--- config.mk ---
export PLATFORM = sky130hd
export DESIGN_NAME = alu_issue_ctrl
export DESIGN_NICKNAME = d
export VERILOG_FILES = /design/src/rtl/alu_pkg.sv /design/src/rtl/alu_rsp_fifo.sv /design/src/rtl/alu_issue_ctrl.sv
export SDC_FILE = /design/constraint.sdc
export NUM_CORES = 1
export LEC_CHECK = 0
export BUFFER_PORTS_ARGS = -buffer_cell sky130_fd_sc_hd__buf_2
export CORE_AREA = 2 2 163 165
export DETAILED_ROUTE_END_ITERATION = 6
export DIE_AREA = 0 0 165 167
export PLACE_DENSITY = 0.74
export SLEW_MARGIN = 20
export SYNTH_ARGS = -nofsm -noshare
export SYNTH_HDL_FRONTEND = slang
export SYNTH_HIERARCHICAL = 1
export SYNTH_SLANG_ARGS = --single-unit
export TNS_END_PERCENT = 20
--- constraint.sdc ---
create_clock -name clk -period 2.72 [get_ports clk]
set_input_delay 0.136 -clock clk [delete_from_list [all_inputs] [get_ports clk]]
set_output_delay 0.136 -clock clk [all_outputs]
set_load 0.02 [all_outputs]
--- src/rtl/alu_pkg.sv ---
`default_nettype none
// alu_pkg: command opcodes, ALU control encodings and the buffered response record
// shared by the ALU issue front end.
package alu_pkg;

  localparam logic [2:0] OP_AND = 3'd0;
  localparam logic [2:0] OP_OR  = 3'd1;
  localparam logic [2:0] OP_ADD = 3'd2;
  localparam logic [2:0] OP_SUB = 3'd3;
  localparam logic [2:0] OP_SLT = 3'd4;
  localparam logic [2:0] OP_NOR = 3'd5;

  // {A_invert, B_invert, op[1:0]}
  localparam logic [3:0] CTRL_AND = 4'b0000;
  localparam logic [3:0] CTRL_OR  = 4'b0001;
  localparam logic [3:0] CTRL_ADD = 4'b0010;
  localparam logic [3:0] CTRL_SUB = 4'b0110;
  localparam logic [3:0] CTRL_SLT = 4'b0111;
  localparam logic [3:0] CTRL_NOR = 4'b1100;

  typedef struct packed {
    logic [31:0] result;
    logic        zero;
    logic        cout;
    logic        ovf;
    logic        err;
  } rsp_data_t;

  function automatic logic [3:0] op_to_ctrl(input logic [2:0] op);
    logic [3:0] ctrl;
    case (op)
      OP_AND:  ctrl = CTRL_AND;
      OP_OR:   ctrl = CTRL_OR;
      OP_ADD:  ctrl = CTRL_ADD;
      OP_SUB:  ctrl = CTRL_SUB;
      OP_SLT:  ctrl = CTRL_SLT;
      OP_NOR:  ctrl = CTRL_NOR;
      default: ctrl = CTRL_AND;
    endcase
    return ctrl;
  endfunction

  function automatic logic op_is_illegal(input logic [2:0] op);
    return (op > OP_NOR);
  endfunction

  // Only the adder-based operations report meaningful carry/overflow.
  function automatic logic op_has_flags(input logic [2:0] op);
    return (op == OP_ADD) || (op == OP_SUB);
  endfunction

endpackage
`default_nettype wire

--- src/rtl/alu_rsp_fifo.sv ---
`default_nettype none
// alu_rsp_fifo: first-word-fall-through response buffer with occupancy/empty/full status.
// Storage is cleared on reset so the read port presents zero while empty after reset.
module alu_rsp_fifo #(
  parameter int DEPTH = 4,
  parameter int WIDTH = 8,
  localparam int AW = (DEPTH > 1) ? $clog2(DEPTH) : 1,
  localparam int OW = $clog2(DEPTH + 1)
) (
  input  logic             clk,
  input  logic             rst_n,
  input  logic             push,
  input  logic [WIDTH-1:0] push_data,
  input  logic             pop,
  output logic [WIDTH-1:0] pop_data,
  output logic [OW-1:0]    occupancy,
  output logic             empty,
  output logic             full
);

  logic [WIDTH-1:0] mem [DEPTH];
  logic [AW-1:0]    wr_ptr;
  logic [AW-1:0]    rd_ptr;
  logic             wr_en;
  logic             rd_en;

  assign empty    = (occupancy == '0);
  assign full     = (occupancy == OW'(DEPTH));
  assign wr_en    = push & ~full;
  assign rd_en    = pop & ~empty;
  assign pop_data = mem[rd_ptr];

  always_ff @(posedge clk or negedge rst_n) begin
    if (!rst_n) begin
      for (int i = 0; i < DEPTH; i++) begin
        mem[i] <= '0;
      end
      wr_ptr <= '0;
    end else if (wr_en) begin
      mem[wr_ptr] <= push_data;
      wr_ptr      <= (wr_ptr == AW'(DEPTH - 1)) ? '0 : wr_ptr + AW'(1);
    end
  end

  always_ff @(posedge clk or negedge rst_n) begin
    if (!rst_n) begin
      rd_ptr <= '0;
    end else if (rd_en) begin
      rd_ptr <= (rd_ptr == AW'(DEPTH - 1)) ? '0 : rd_ptr + AW'(1);
    end
  end

  always_ff @(posedge clk or negedge rst_n) begin
    if (!rst_n) begin
      occupancy <= '0;
    end else begin
      case ({wr_en, rd_en})
        2'b10:   occupancy <= occupancy + OW'(1);
        2'b01:   occupancy <= occupancy - OW'(1);
        default: occupancy <= occupancy;
      endcase
    end
  end

endmodule
`default_nettype wire

--- src/rtl/alu_issue_ctrl.sv ---
`default_nettype none
// alu_issue_ctrl: valid/ready command front end for the registered 32-bit ripple ALU,
// returning tagged, flag-masked results in order through a credit-protected FIFO.
module alu_issue_ctrl
  import alu_pkg::*;
#(
  parameter int DEPTH = 4,
  parameter int TAG_W = 4
) (
  input  logic             clk,
  input  logic             rst_n,
  input  logic             cmd_valid,
  output logic             cmd_ready,
  input  logic [2:0]       cmd_op,
  input  logic [31:0]      cmd_src1,
  input  logic [31:0]      cmd_src2,
  input  logic [TAG_W-1:0] cmd_tag,
  output logic [31:0]      alu_src1,
  output logic [31:0]      alu_src2,
  output logic [3:0]       alu_ctrl,
  input  logic [31:0]      alu_result,
  input  logic             alu_zero,
  input  logic             alu_cout,
  input  logic             alu_overflow,
  output logic             rsp_valid,
  input  logic             rsp_ready,
  output logic [31:0]      rsp_result,
  output logic             rsp_zero,
  output logic             rsp_cout,
  output logic             rsp_ovf,
  output logic             rsp_err,
  output logic [TAG_W-1:0] rsp_tag
);

  localparam int OCC_W   = $clog2(DEPTH + 1);
  localparam int CNT_W   = $clog2(DEPTH + 4);
  localparam int ENTRY_W = $bits(rsp_data_t) + TAG_W;

  logic             cmd_fire;

  logic             v1;
  logic [TAG_W-1:0] tag1;
  logic [2:0]       op1;
  logic             err1;

  logic             v2;
  logic [TAG_W-1:0] tag2;
  logic [2:0]       op2;
  logic             err2;

  logic             v_cap;
  rsp_data_t        cap_data;
  logic [TAG_W-1:0] cap_tag;

  logic [ENTRY_W-1:0] fifo_in;
  logic [ENTRY_W-1:0] fifo_out;
  logic [OCC_W-1:0]   fifo_occ;
  logic               fifo_empty;
  logic               fifo_full;
  logic               fifo_pop;
  rsp_data_t          head;
  logic [CNT_W-1:0]   credit_cnt;

  // Every accepted command owns a slot from acceptance until it leaves the FIFO,
  // so the capture stage can never find the FIFO full. Pops are not credited
  // back until they show up in registered occupancy.
  assign credit_cnt = CNT_W'(fifo_occ) + CNT_W'(v1) + CNT_W'(v2) + CNT_W'(v_cap);
  assign cmd_ready  = (credit_cnt < CNT_W'(DEPTH));
  assign cmd_fire   = cmd_valid & cmd_ready;

  // S1: operand/control registers double as the ALU input drive.
  always_ff @(posedge clk or negedge rst_n) begin
    if (!rst_n) begin
      alu_src1 <= '0;
      alu_src2 <= '0;
      alu_ctrl <= CTRL_AND;
      v1       <= 1'b0;
      tag1     <= '0;
      op1      <= '0;
      err1     <= 1'b0;
    end else begin
      v1 <= cmd_fire;
      if (cmd_fire) begin
        alu_src1 <= cmd_src1;
        alu_src2 <= cmd_src2;
        alu_ctrl <= op_to_ctrl(cmd_op);
        tag1     <= cmd_tag;
        op1      <= cmd_op;
        err1     <= op_is_illegal(cmd_op);
      end
    end
  end

  // S2: tracks the ALU's internal result register, which loads on this same edge.
  always_ff @(posedge clk or negedge rst_n) begin
    if (!rst_n) begin
      v2   <= 1'b0;
      tag2 <= '0;
      op2  <= '0;
      err2 <= 1'b0;
    end else begin
      v2   <= v1;
      tag2 <= tag1;
      op2  <= op1;
      err2 <= err1;
    end
  end

  // Capture: ALU outputs are only trusted when a valid command is aligned with them.
  always_ff @(posedge clk or negedge rst_n) begin
    if (!rst_n) begin
      v_cap    <= 1'b0;
      cap_data <= '0;
      cap_tag  <= '0;
    end else begin
      v_cap <= v2;
      if (v2) begin
        cap_data.result <= alu_result;
        cap_data.zero   <= alu_zero;
        cap_data.cout   <= alu_cout & op_has_flags(op2);
        cap_data.ovf    <= alu_overflow & op_has_flags(op2);
        cap_data.err    <= err2;
        cap_tag         <= tag2;
      end
    end
  end

  assign fifo_in  = {cap_data, cap_tag};
  assign fifo_pop = rsp_valid & rsp_ready;

  alu_rsp_fifo #(
    .DEPTH (DEPTH),
    .WIDTH (ENTRY_W)
  ) u_rsp_fifo (
    .clk       (clk),
    .rst_n     (rst_n),
    .push      (v_cap),
    .push_data (fifo_in),
    .pop       (fifo_pop),
    .pop_data  (fifo_out),
    .occupancy (fifo_occ),
    .empty     (fifo_empty),
    .full      (fifo_full)
  );

  assign {head, rsp_tag} = fifo_out;
  assign rsp_valid  = ~fifo_empty;
  assign rsp_result = head.result;
  assign rsp_zero   = head.zero;
  assign rsp_cout   = head.cout;
  assign rsp_ovf    = head.ovf;
  assign rsp_err    = head.err;

  a_no_push_when_full : assert property (
    @(posedge clk) disable iff (!rst_n) !(v_cap && fifo_full)
  );

endmodule
`default_nettype wire

[Word-level counts from Yosys, hierarchy flattened]
Index checks and enable logic that the tools add are counted.
Storage, ports and cells
  output and inout port bits: 110
  register bits: 294
Operators by class
  reductions and logical operators: 4
  bitwise logic cells: 10
  $lt $le $gt $ge: 5
  add/sub/neg operators: 7
  equal/unequal tests: 12
  mux-type cells: 10
Operators with widths (count)
  $bwmux W160: 1
  $mux W40: 3
  $bmux W40 S2: 1
  $demux W40 S2: 1
  $pmux W4 S5: 1
  $eq A3 B2 Y1 const B: 4
  $add A3 B1 Y3: 3
  $eq A3 B3 Y1 const B: 3
  $and A1 B1 Y1: 6
  $eq A2 B2 Y1 const B: 3
  $ge A3 B3 Y1 const B: 2
  $not A2 Y3: 2
  $pmux W3 S2: 1
  $add A2 B1 Y2 const B: 2
  $mux W2: 2
  $add A3 B1 Y3 const B: 1
  $eq A3 B1 Y1 const B: 1
  $gt A3 B3 Y1 const B: 1
  $logic_not A3 Y1: 1
  $lt A3 B1 Y1 const B: 1
  $lt A3 B3 Y1 const B: 1
  $sub A3 B1 Y3 const B: 1
  $eq A2 B1 Y1 const B: 1
  $not A1 Y1: 2
  other kinds (3): 3

[Logic depth before layout (Yosys ltp)]
  word-level depth: 6
  gate-level depth with buffers: 12
  mapped depth without buffers: 10

[Hierarchy]
The synthesis kept the hierarchy.
Modules (own cells, without submodules)
  alu_rsp_fifo: seq. area each 4179.0 µm², instances 1, cells an instance 429, area each 7383.3 µm²
  alu_issue_ctrl: seq. area each 3128.0 µm², instances 1, cells an instance 279, area each 4820.9 µm²

[Worst setup path before layout]
Ideal clock, no wire load.
  path kind: reg2reg
  start: register v2
  end: register alu_ctrl[0]
  data arrival time: 2856 ps
  period minus slack after synthesis: 2981 ps
  slack: -261 ps
  buffers on the path: 4
  required time: 2595 ps
  cell stages (with the launch flop): 13
  cell sequence: dfrtp_1 -> clkbuf_1 -> buf_1 -> inv_1 -> fa_1 -> inv_1 -> ha_1 -> and3b_1 -> o211ai_2 -> nand2_2 -> buf_6 -> buf_6 -> mux2_4
On the way
  longest elaborated chain between the ends: 4
RTL lines
  start, declared: line alu_issue_ctrl.sv:46  | logic v2;
  start signal, assigned: line alu_issue_ctrl.sv:102  | v2 <= v1;
  $add A3 B1 Y3 (2 in series): line alu_issue_ctrl.sv:67  | assign credit_cnt = CNT_W'(fifo_occ) + CNT_W'(v1) + CNT_W'(v2) + CNT_W'(v_cap);
  $lt A3 B3 Y1: line alu_issue_ctrl.sv:68  | assign cmd_ready = (credit_cnt < CNT_W'(DEPTH));
  via cmd_ready: line alu_issue_ctrl.sv:13  | output logic cmd_ready,
  $and A1 B1 Y1: line alu_issue_ctrl.sv:69  | assign cmd_fire = cmd_valid & cmd_ready;
  end signal, assigned: line alu_issue_ctrl.sv:86  | alu_ctrl <= op_to_ctrl(cmd_op);
  end, declared: line alu_issue_ctrl.sv:20  | output logic [3:0] alu_ctrl,
The timed path passes the listed nets, and every way through them passes these cells.
A chain may end at the register's enable or synchronous reset.

[Final worst setup path]
  start: register u_rsp_fifo.occupancy[0]
  end: output port cmd_ready
On the way
  longest elaborated chain between the ends: 4
RTL lines
  start, declared: line alu_rsp_fifo.sv:16  | output logic [OW-1:0] occupancy,
  start signal, assigned: line alu_rsp_fifo.sv:58  | 2'b10: occupancy <= occupancy + OW'(1);
  start signal, assigned: line alu_rsp_fifo.sv:59  | 2'b01: occupancy <= occupancy - OW'(1);
  start signal, assigned: line alu_rsp_fifo.sv:60  | default: occupancy <= occupancy;
  $add A3 B1 Y3 (3 in series): line alu_issue_ctrl.sv:67
  $lt A3 B3 Y1: line alu_issue_ctrl.sv:68
  end, declared: line alu_issue_ctrl.sv:13
No other way between the ends.

==> flow_metrics.tcl <==
set metrics [dict create \
    routed_wl_mm 26.2 \
    fmax_ghz 0.396 \
    synth_common_cells "292 x dfrtp_1, 239 x mux2_2, 40 x mux4_2" \
    fp-row-count 59 \
    ys_warn_count 6 \
    cp_cell_sequence "inv_1, fa_1, inv_1, ha_1, and3b_1, o211ai_4, buf_2" \
    setup_violations 0 \
    coreArea_mm2 0.0258 \
    hold_path_class "in2reg" \
    wl_per_cell_um 18.7 \
    peakVddDrop_mv 0.998 \
    cts.sinks 292 \
    ys_types 29 \
    grt-ovfl-total 0 \
    synthFlopType "dfrtp_1" \
    h-tree-depth 1 \
    fin_ws_ns 0.192 \
    cts_buffers 31 \
    synth_edf_count 0 \
    routed_via_density 5.09 \
    gp_congestion 0.751 \
    crit_family "adder cells" \
    setup_tns_ns 0 \
    area_growth_pct 29.5 \
    tightestPinTransition_ns 0.750 \
    synth-async-reset-ratio 1.00 \
    use_met1 0.258 \
    vias 7123 \
    critical_path.startpoint "u_rsp_fifo/occupancy[0]" \
    dr.pass1.iters 4 \
    avgSynthCellArea_um2 17.2 \
    grt_pass1_wl_mm 43.2 \
    synthesis.area_mm2 0.0122 \
    regArea_mm2 0.00731 \
    io_pins 220 \
    layout-drive-gt1-share 0.575 \
    post_cts_buffers 0 \
    ys_seq_area_frac 0.599 \
    clock_latency_ns 0.55 \
    cts.clk_slew.worst_paths_ns 0.07 \
    startpoint_type "flop" \
    nets 1164 \
    fp.dieH_um 167 \
    leakagePower_nw 7.28 \
    cts_tree "built" \
    fin_crit_ns 2.53 \
    ys_ff_latch 292 \
    top_usage_layer "met2" \
    cts_root_buf "clkbuf_16" \
    hold_start "cmd_valid" \
    io_buffers 219 \
    clockBufferDepth 3 \
    worstPathArrival_ns 2.39 \
    crit_slowest_cell "dfrtp_2" \
    outcome "complete, no violations" \
    period_share 0.929 \
    ant_nets 0 \
    drv_slew 0 \
    cp_common_cell "inv_1" \
    synth_top_area_share 0.599 \
    critPathKind "reg2out" \
    grt_use_met3 0.0476 \
    netlist_instances 708 \
    relSlewSlack 0.500 \
    cp_data_required_time_ns 2.58 \
    yosysTopAreaCell "dfrtp_1" \
    synth_fp_nets 827 \
    rsz0062_at_grt "false" \
    grt_max_degree 88 \
    synthTopCellsByArea "dfrtp_1 60%, mux2_2 22%, mux4_2 7.4%, mux2_4 4.6%, buf_6 1.9%" \
    finClkSkew_ns 0.0274 \
    grt_pass1_vias 8089 \
    cp_max_fo 5 \
    slowest_delay_ns 0.43 \
    grtUsageMet2 0.339 \
    place.detailed.hpwl_mm 15.2 \
    grt.total_usage 0.198 \
    fillers 1905 \
    yosysMostFrequentCell "dfrtp_1" \
    power-per-cell-area_mw_per_mm2 1310 \
    endpoint_kind "output port" \
    drtIter0Drc 335 \
    critPathBufInv 3 \
    timing_hold_violations_final 0 \
    cap_viol_max_count 0 \
    antenna_found_initial 1 \
    multi_input_area_mm2 0.00458 \
    antennaDiodeCount 0 \
    fp.dieW_um 165 \
    pre_cts_ws_ns 0.202 \
    initial_core_util 0.474 \
    drc 0 \
    die-area_mm2 0.0276 \
    r2r_start "u_rsp_fifo/occupancy[0]" \
]
==> cell families (layout without fill, tap and decap cells) <==
kind of cell	Yosys count	in the layout	synth area share
AO/OA/AOI/OAI	5	5	0.00390
XOR/XNOR	4	4	0.00287
adder cells (fa/ha/maj)	9	9	0.0105
buffers and inverters	51	408	0.0295
flip-flops	292	292	0.599
multiplexers	318	318	0.342
AND/OR/NAND/NOR	29	29	0.0130
==> worst min-delay path: stages <==
cell and delay [ns]:
buf_2 0.12, and3_1 0.16, a22o_1 0.13
==> state kept, by name, indices dropped and copies added, names as in the netlist <==
| register | flops |
|---|---|
| err2 | 1 |
| v_cap | 1 |
| v2 | 1 |
| u_rsp_fifo/occupancy | 3 |
| cap_tag | 4 |
| u_rsp_fifo/wr_ptr | 2 |
| cap_data | 36 |
| err1 | 1 |
| tag2 | 4 |
| alu_src1 | 32 |
| alu_ctrl | 4 |
| v1 | 1 |
| op1 | 2 |
| tag1 | 4 |
| u_rsp_fifo/mem | 160 |
| op2 | 2 |
| alu_src2 | 32 |
| u_rsp_fifo/rd_ptr | 2 |
==> power by group <==
group          internal (W)  switching, W  leakage, nW  total (W)
combinational       0.00448       0.00397         3.24    0.00845
clock               0.00266       0.00167        0.512    0.00433
sequential          0.00654       0.00144         3.52    0.00797
total                0.0137       0.00708         7.28     0.0208
==> layout make-up <==
class                           count  area share
Sequential cell                   292       0.463
Clock buffer                       40      0.0538
Inverter                           12     0.00285
Tap cell                          335      0.0265
Timing Repair Buffer              343       0.151
Clock inverter                     13      0.0128
Multi-Input combinational cell    365       0.290
==> through the flow <==
step | hold slack (ns) | area (um^2) | power, W | utilization | std cells
2_1_floorplan | -0.160 | 12200 | 0.0139 | - | 708
3_3_place_gp | 0.109 | 13700 | 0.0161 | 0.531 | 1241
3_5_place_dp | 0.110 | 13700 | 0.0164 | 0.531 | 1241
4_1_cts | 0.00512 | 15800 | 0.0209 | 0.613 | 1400
5_1_grt | 0.0470 | 15800 | 0.0220 | 0.613 | 1400
6_report | 0.0373 | 15800 | 0.0208 | 0.613 | 1400
==> cells in the final DEF, fill, tap and decap left out, types with 8 or more instances in the layout <==
master         Yosys  routed
buf_2              9     218
mux2_4            37      37
dfrtp_1          292     288
buf_4              0      11
mux2_2           239     239
inv_1             12      12
mux4_2            40      40
nand2_1            8       8
clkbuf_16          0      31
dlygate4sd3_1      0     106
==> final timing paths <==
| check | slack, ns | depth (start not counted) | endpoint |
|---|---|---|---|
| min | 0.04 | 3 | err1 |
| max in group asynchronous | 1.78 | 3 | u_rsp_fifo/mem[37] |
| max | 0.19 | 7 | cmd_ready |
| min in group asynchronous | 0.12 | 2 | u_rsp_fifo/mem[108] |
| min reg2reg | 0.37 | 0 | op2[2] |
| max reg2reg | 0.24 | 9 | alu_src1[22] |
==> per-layer routing <==
layer,routed length (um),part of all wire
met2,13000,0.50
met5,0,0
met3,1540,0.059
met4,432,0.017
met1,11200,0.43
==> what timing repair did <==
item	CTS	global route
resized for setup	0	1
hold buffers	106	0
endpoints found under the setup margin	0	1
hold endpoints to repair	170	0
Power figures use the tool's default switching activity.
